### src/rtl/uart_pkg.sv
// uart_pkg: shared definitions for the serial transmitter and receiver.
// Contents: FSM state enum, parity-mode constants, baud divider and counter-width helpers.
package uart_pkg;

    typedef enum logic [2:0] {
        ST_IDLE,
        ST_START,
        ST_DATA,
        ST_PARITY,
        ST_STOP
    } state_t;

    localparam int PAR_NONE = 0;
    localparam int PAR_EVEN = 1;
    localparam int PAR_ODD  = 2;

    function automatic int clks_per_bit(input int clk_freq, input int baud);
        return clk_freq / baud;
    endfunction

    // Width of a counter that runs 0..n-1, never narrower than one bit.
    function automatic int cnt_width(input int n);
        return (n <= 2) ? 1 : $clog2(n);
    endfunction

endpackage

### src/rtl/uart_baud_gen.sv
// uart_baud_gen: bit-period divider producing a one-cycle tick every CLKS_PER_BIT enabled cycles.
// Ports: clk, rst (async, active high), clr (sync clear), en (count enable),
//        tick (high for one cycle at terminal count CLKS_PER_BIT-1).
module uart_baud_gen
    import uart_pkg::*;
#(
    parameter int CLKS_PER_BIT = 10
) (
    input  logic clk,
    input  logic rst,
    input  logic clr,
    input  logic en,
    output logic tick
);

    localparam int W = cnt_width(CLKS_PER_BIT);

    logic [W-1:0] cnt;

    assign tick = en && cnt == W'(CLKS_PER_BIT - 1);

    always_ff @(posedge clk or posedge rst) begin
        if (rst)
            cnt <= '0;
        else if (clr || tick)
            cnt <= '0;
        else if (en)
            cnt <= cnt + W'(1);
    end

endmodule

### src/rtl/uart_tx.sv
// uart_tx: valid/ready to LSB-first serial frame transmitter (start, data, optional parity, stop).
// Ports: CLK, RST (async, active high), TX_DATA (payload, latched on acceptance),
//        TX_VALID/TX_READY (handshake, ready only when idle), TXD (registered line, idle high),
//        BUSY (frame in progress, inverse of TX_READY).
module uart_tx
    import uart_pkg::*;
#(
    parameter int CLK_FREQ  = 50000000,
    parameter int BAUD      = 115200,
    parameter int DATA_BITS = 8,
    parameter int PARITY    = 0,
    parameter int STOP_BITS = 1
) (
    input  logic                 CLK,
    input  logic                 RST,
    input  logic [DATA_BITS-1:0] TX_DATA,
    input  logic                 TX_VALID,
    output logic                 TX_READY,
    output logic                 TXD,
    output logic                 BUSY
);

    localparam int CPB = clks_per_bit(CLK_FREQ, BAUD);
    // Any mode other than even/odd, including the unused encoding 3, sends no parity bit.
    localparam bit PAR_EN = PARITY != PAR_NONE && PARITY <= PAR_ODD;

    if (CPB < 2) begin : g_bad_cpb
        $error("uart_tx: CLK_FREQ/BAUD must be at least 2");
    end
    if (DATA_BITS < 5 || DATA_BITS > 9) begin : g_bad_data_bits
        $error("uart_tx: DATA_BITS must be within 5..9");
    end
    if (STOP_BITS < 1 || STOP_BITS > 2) begin : g_bad_stop_bits
        $error("uart_tx: STOP_BITS must be 1 or 2");
    end

    state_t               state, state_n;
    logic [DATA_BITS-1:0] sh, sh_n;
    logic                 par, par_n;
    logic [3:0]           idx, idx_n;
    logic                 txd_n;
    logic                 tick;
    logic                 accept;

    assign TX_READY = state == ST_IDLE;
    assign BUSY     = !TX_READY;
    assign accept   = TX_READY && TX_VALID;

    uart_baud_gen #(
        .CLKS_PER_BIT(CPB)
    ) u_baud (
        .clk (CLK),
        .rst (RST),
        .clr (accept),
        .en  (state != ST_IDLE),
        .tick(tick)
    );

    always_ff @(posedge CLK or posedge RST) begin
        if (RST) begin
            state <= ST_IDLE;
            sh    <= '0;
            par   <= 1'b0;
            idx   <= '0;
            TXD   <= 1'b1;
        end else begin
            state <= state_n;
            sh    <= sh_n;
            par   <= par_n;
            idx   <= idx_n;
            TXD   <= txd_n;
        end
    end

    // TXD is registered, so each branch sets the line level of the bit being entered.
    always_comb begin
        state_n = state;
        sh_n    = sh;
        par_n   = par;
        idx_n   = idx;
        txd_n   = TXD;
        case (state)
            ST_IDLE: begin
                if (TX_VALID) begin
                    state_n = ST_START;
                    sh_n    = TX_DATA;
                    par_n   = (^TX_DATA) ^ (PARITY == PAR_ODD);
                    idx_n   = '0;
                    txd_n   = 1'b0;
                end
            end
            ST_START: begin
                if (tick) begin
                    state_n = ST_DATA;
                    txd_n   = sh[0];
                end
            end
            ST_DATA: begin
                if (tick) begin
                    if (idx == 4'(DATA_BITS - 1)) begin
                        state_n = PAR_EN ? ST_PARITY : ST_STOP;
                        txd_n   = PAR_EN ? par : 1'b1;
                        idx_n   = '0;
                    end else begin
                        sh_n  = sh >> 1;
                        txd_n = sh[1];
                        idx_n = idx + 4'd1;
                    end
                end
            end
            ST_PARITY: begin
                if (tick) begin
                    state_n = ST_STOP;
                    txd_n   = 1'b1;
                end
            end
            ST_STOP: begin
                if (tick) begin
                    state_n = idx == 4'(STOP_BITS - 1) ? ST_IDLE : ST_STOP;
                    idx_n   = idx == 4'(STOP_BITS - 1) ? 4'd0 : idx + 4'd1;
                end
            end
            default: begin
                state_n = ST_IDLE;
                txd_n   = 1'b1;
            end
        endcase
    end

endmodule

### config.mk
export PLATFORM = sky130hd
export DESIGN_NAME = uart_tx
export DESIGN_NICKNAME = d
export VERILOG_FILES = /design/src/rtl/uart_pkg.sv /design/src/rtl/uart_baud_gen.sv /design/src/rtl/uart_tx.sv
export SDC_FILE = /design/constraint.sdc
export NUM_CORES = 1
export LEC_CHECK = 0
export ABC_AREA = 1
export CORE_AREA = 4 4 58 60
export DETAILED_ROUTE_END_ITERATION = 7
export DIE_AREA = 0 0 62 64
export PLACE_DENSITY = 0.75
export SLEW_MARGIN = 30
export SYNTH_ARGS = -nofsm -noshare
export SYNTH_HDL_FRONTEND = slang
export SYNTH_SLANG_ARGS = --single-unit
### constraint.sdc
create_clock -name CLK -period 3.9 [get_ports CLK]
set_input_delay 0.78 -clock CLK [delete_from_list [all_inputs] [get_ports CLK]]
set_output_delay 0.78 -clock CLK [all_outputs]
set_load 0.01 [all_outputs]
### Word level (Yosys, flattened, before mapping)

Index checks and enable logic that the tools add are counted.

* add/sub/neg operators: 2
* equality and inequality tests: 13
* multiplexer cells: 26
* bitwise gates (word level): 1
* reduce and logical (&&, ||, !) cells: 14

Operators by type and width (number)
* 2-to-1 mux 8 bit: 3
* 2-to-1 mux 3 bit: 7
* 2-to-1 mux 4 bit: 5
* 2-to-1 mux 9 bit: 2
* case mux 8 bit (2 select lines): 1
* case mux 3 bit (5 select lines): 1
* case mux 4 bit (3 select lines): 1
* adder 9 x 1 -> 9 bit, second input constant: 1
* == test 9 bit, second input constant: 1
* != test 2 x 1 -> 1 bit, second input constant: 4
* AND reduction 4 bit: 2
* == test 3 x 2 -> 1 bit, second input constant: 2
* != test 2 bit, second input constant: 3
* AND reduction 6 bit: 1
* nonzero test 3 bit: 2
* 2-to-1 mux 1 bit: 5
* case mux 1 bit (5 select lines): 1
* AND reduction 5 bit: 1
* adder 4 x 1 -> 4 bit, second input constant: 1
* == test 4 x 3 -> 1 bit, second input constant: 1
* zero test 4 bit: 1
* nonzero test 2 bit: 2
* == test 3 x 1 -> 1 bit, second input constant: 1
* == test 3 bit, second input constant: 1
* other kinds (5): 6

* register bits: 25
* word-level logic and storage cells: 61

### Logic depth before layout (Yosys ltp)

* word-level depth: 4
* gate-level depth with buffers: 10
* depth with buffers taken out: 10

### By module

From an unflattened synthesis, not the netlist that was laid out.

* cell total of the unflattened synthesis: 236
* area, all modules: 1710.4 sq um

Modules (own cells, without submodules)
* uart_tx: times used 1, cells each 154, area an instance 1121.1 sq um, sequential area each 401.6 sq um
* uart_baud_gen: times used 1, cells each 82, area an instance 589.3 sq um, sequential area each 225.2 sq um

### Least setup slack after synthesis

No wires, ideal clock.

* path kind: reg-to-output
* start: register state[0]
* end: output port TX_READY
* data arrival time: 867 ps
* path slack: 2253 ps
* stages on the path, launching flop included: 4
* buffers on the path: 0
* cell sequence: dfrtp_1 -> inv_2 -> nand2_1 -> nor2_1

* longest elaborated chain between the ends: 1

RTL lines
* start: declaration: line uart_tx.sv:37 `state_t state, state_n;`
* start signal: assignment: line uart_tx.sv:67 `state <= state_n;`
* zero test 3 bit
* end: declaration: line uart_tx.sv:18 `output logic TX_READY,`

No other way between the ends.

### Worst setup path after layout

Ends and elaborated chain as after synthesis.

==> out/results.txt <==
Run status - finished, final reports clean
CTS Root Cell - clkbuf_4
Area contributors post-synth - dfrtp_1 39%, nand2_1 20%, nand3_1 4.9%
Net count, final - 237
HPWL after DPL - 2202 microns
CP Max Fanout - 6
Max Slew Vio Count - 0
Crit Path Category - flip-flop to primary output
Global route total overflow - 0
Setup Buffers After CTS - 0
CP endpoint kind - primary output
I/O Pins - 14
Width of the chip - 62 microns
ANT cells - 0
Layout Skew - 14.65 ps
Max incr delay on CP - 600 ps
Initial cell density of the core - 51.97%
Post-synth top area cell - dfrtp_1
Placed Area - 0.001674 sq mm
Fin area - 0.001704 sq mm
Antenna viol nets, final - 0
Syn Area/Cell - 7.386 sq um
Pre-antenna DRT Iters - 4
Min-delay worst type - flip-flop to flip-flop
Vias in the first global route - 1286
Max Cap Violations - 0
Register-to-register setup slack - 1930 ps
Synth Register Bits - 25
Area grow syn2layout - 12.01%
Fin. Hold Viols - 0
Average wire per standard cell - 11.69 microns
Slew headroom - 59.72%
H-tree levels - 1
# placed instances - 250
Crit path DAT - 1850 ps
Post-detailed-route DRC marker count - 0
Area of the die - 0.003968 sq mm
Antenna violations before repair - 0
Core area - 0.002928 sq mm
Fraction of layout cells with a size suffix above 1 - 10.86%
Finish-stage setup viols - 0
Post-synth top area share - 39.47%
Crit path max-delay family - buffers and inverters
Number of CTS-inserted buffers - 3
Final TNS setup - 0 ps
Ys Warns - 0
Cells after Synth - 206
Final core occ - 58.21%
CP Launch Type - flip-flop
Cts hold-fix bufs - 0
Largest net degree at the start of global routing - 26
Overall via count from detail_route - 1334
Fmax - 380.8 MHz
Total track usage - 17.86%
Syn_nets - 221
Worst slew pin tran - 602.2 ps
PD cells - 699.1 mW/mm^2
CTS max path bufs - 2
Minimum clock period after layout - 2626 ps
Slowest library cell on the worst path - clkdlybuf4s50_1
Post-route insts no fill - 254
Distinct cells, synth - 29
Mapped Area - 0.001521 sq mm
Post-CTS Resized - 0
Clk_lat worst skew - 330 ps
Port Buffers - 13
First-pass GRT wire length - 5423 microns
Drt initial violations - 60
CP cell instances - inv_2 -> nand2_1 -> nor2_1 -> clkdlybuf4s50_1
CP bufs+invs - 2
Most frequent cells in the layout - 81 x nand2_1, 24 x dfrtp_1, 19 x nor2_1
Clock sink count - 25
Detailed Route WL - 2968 microns
GPL Wtd Cong - 0.8960
Fraction of the cycle the final worst path needs - 67.33%
Worst EP required - 3120 ps
Vias per cell - 5.252
Pleak - 0.0008612 uW
Commonest non-fill, non-tap cell in the layout - nand2_1
Register area share after synthesis - 41.20%
CTS tree - yes
Row cnt - 20
RSZ-0062 raised after global routing - false
Maximum VDD drop - 0.4099 mV
Chip Height - 64 microns
Clock transition at path regs - 150 ps
power by group:
group | internal, uW | leakage (uW) | switching [uW]
combinational | 227 | 0.000523 | 416
sequential | 349 | 0.000324 | 74.9
clock | 39.3 | 0.0000139 | 84.3
cell type report:
class | instances | area, sq um
fill | 269 | 1224
multi-input combinational | 161 | 808.3
sequential | 25 | 626.9
timing repair buffer | 13 | 130.1
inverter | 18 | 67.56
tap | 33 | 41.29
clock buffer | 3 | 22.52
clock inverter | 1 | 7.507
state kept, by name (all words and copies together) (netlist names):
| register | cells |
|---|---|
| TXD | 1 |
| u_baud.cnt | 9 |
| state | 3 |
| idx | 4 |
| sh | 8 |
cells in the mapped netlist, drive strengths merged:
cell type and number:
a21oi 10, a31o 1, and2 1, buf 2, dfrtp 24, dfstp 1
ha 4, inv 18, nand2 84, nand3 16, nand4 5, nor2 22
nor3 8, nor4 1, o211ai 1, o21a 1, o21ai 2, o22ai 1
xnor2 1, xor2 3
cells by family (layout without fill, tap and decap cells):
logic type | after synthesis | after routing | share of synthesized area, %
AND/OR/NAND/NOR | 137 | 137 | 40.13
adder cells (fa/ha/maj) | 4 | 4 | 3.290
AO/OA/AOI/OAI | 16 | 16 | 7.402
buffers and inverters | 20 | 35 | 5.675
XOR/XNOR | 4 | 4 | 2.303
flip-flops | 25 | 25 | 41.20
final timing paths:
| check | start | to | depth (start not counted) |
|---|---|---|---|
| max | state[0] | TX_READY | 4 |
| min | TXD | TXD | 2 |
| max reg2reg | state[0] | sh[6] | 6 |
| min reg2reg | TXD | TXD | 2 |
| max in group asynchronous | RST | TXD | 2 |
| min in group asynchronous | RST | sh[3] | 2 |
worst reg2reg max path: stages (launching register included):
cell and delay (ps):
dfrtp_1 500, nor3_4 550, o21ai_1 290, nand2_2 240, nand2_2 140, nand2_1 100
nand2_1 50
through the flow:
step                      worst slack [ps]  power, uW  hold slack, ps
final                                 1274       1191           487.0
after global routing                  1123       1333           528.5
after floorplan                       2253      929.3           442.2
after global placement                1691       1071           465.7
after CTS                             1246       1205           492.1
after detailed placement              1652       1079           463.5
per-layer routing:
| layer | global-route usage [%] | routed length [microns] | up-vias |
|---|---|---|---|
| li1 | - | - | 693 |
| met1 | 23.47 | 1385 | 611 |
| met2 | 28.11 | 1431 | 24 |
| met3 | 3.838 | 109 | 6 |
| met4 | 6.631 | 42 | 0 |
| met5 | 0 | 0 | - |
No activity file was read; power rests on OpenSTA's default activity.
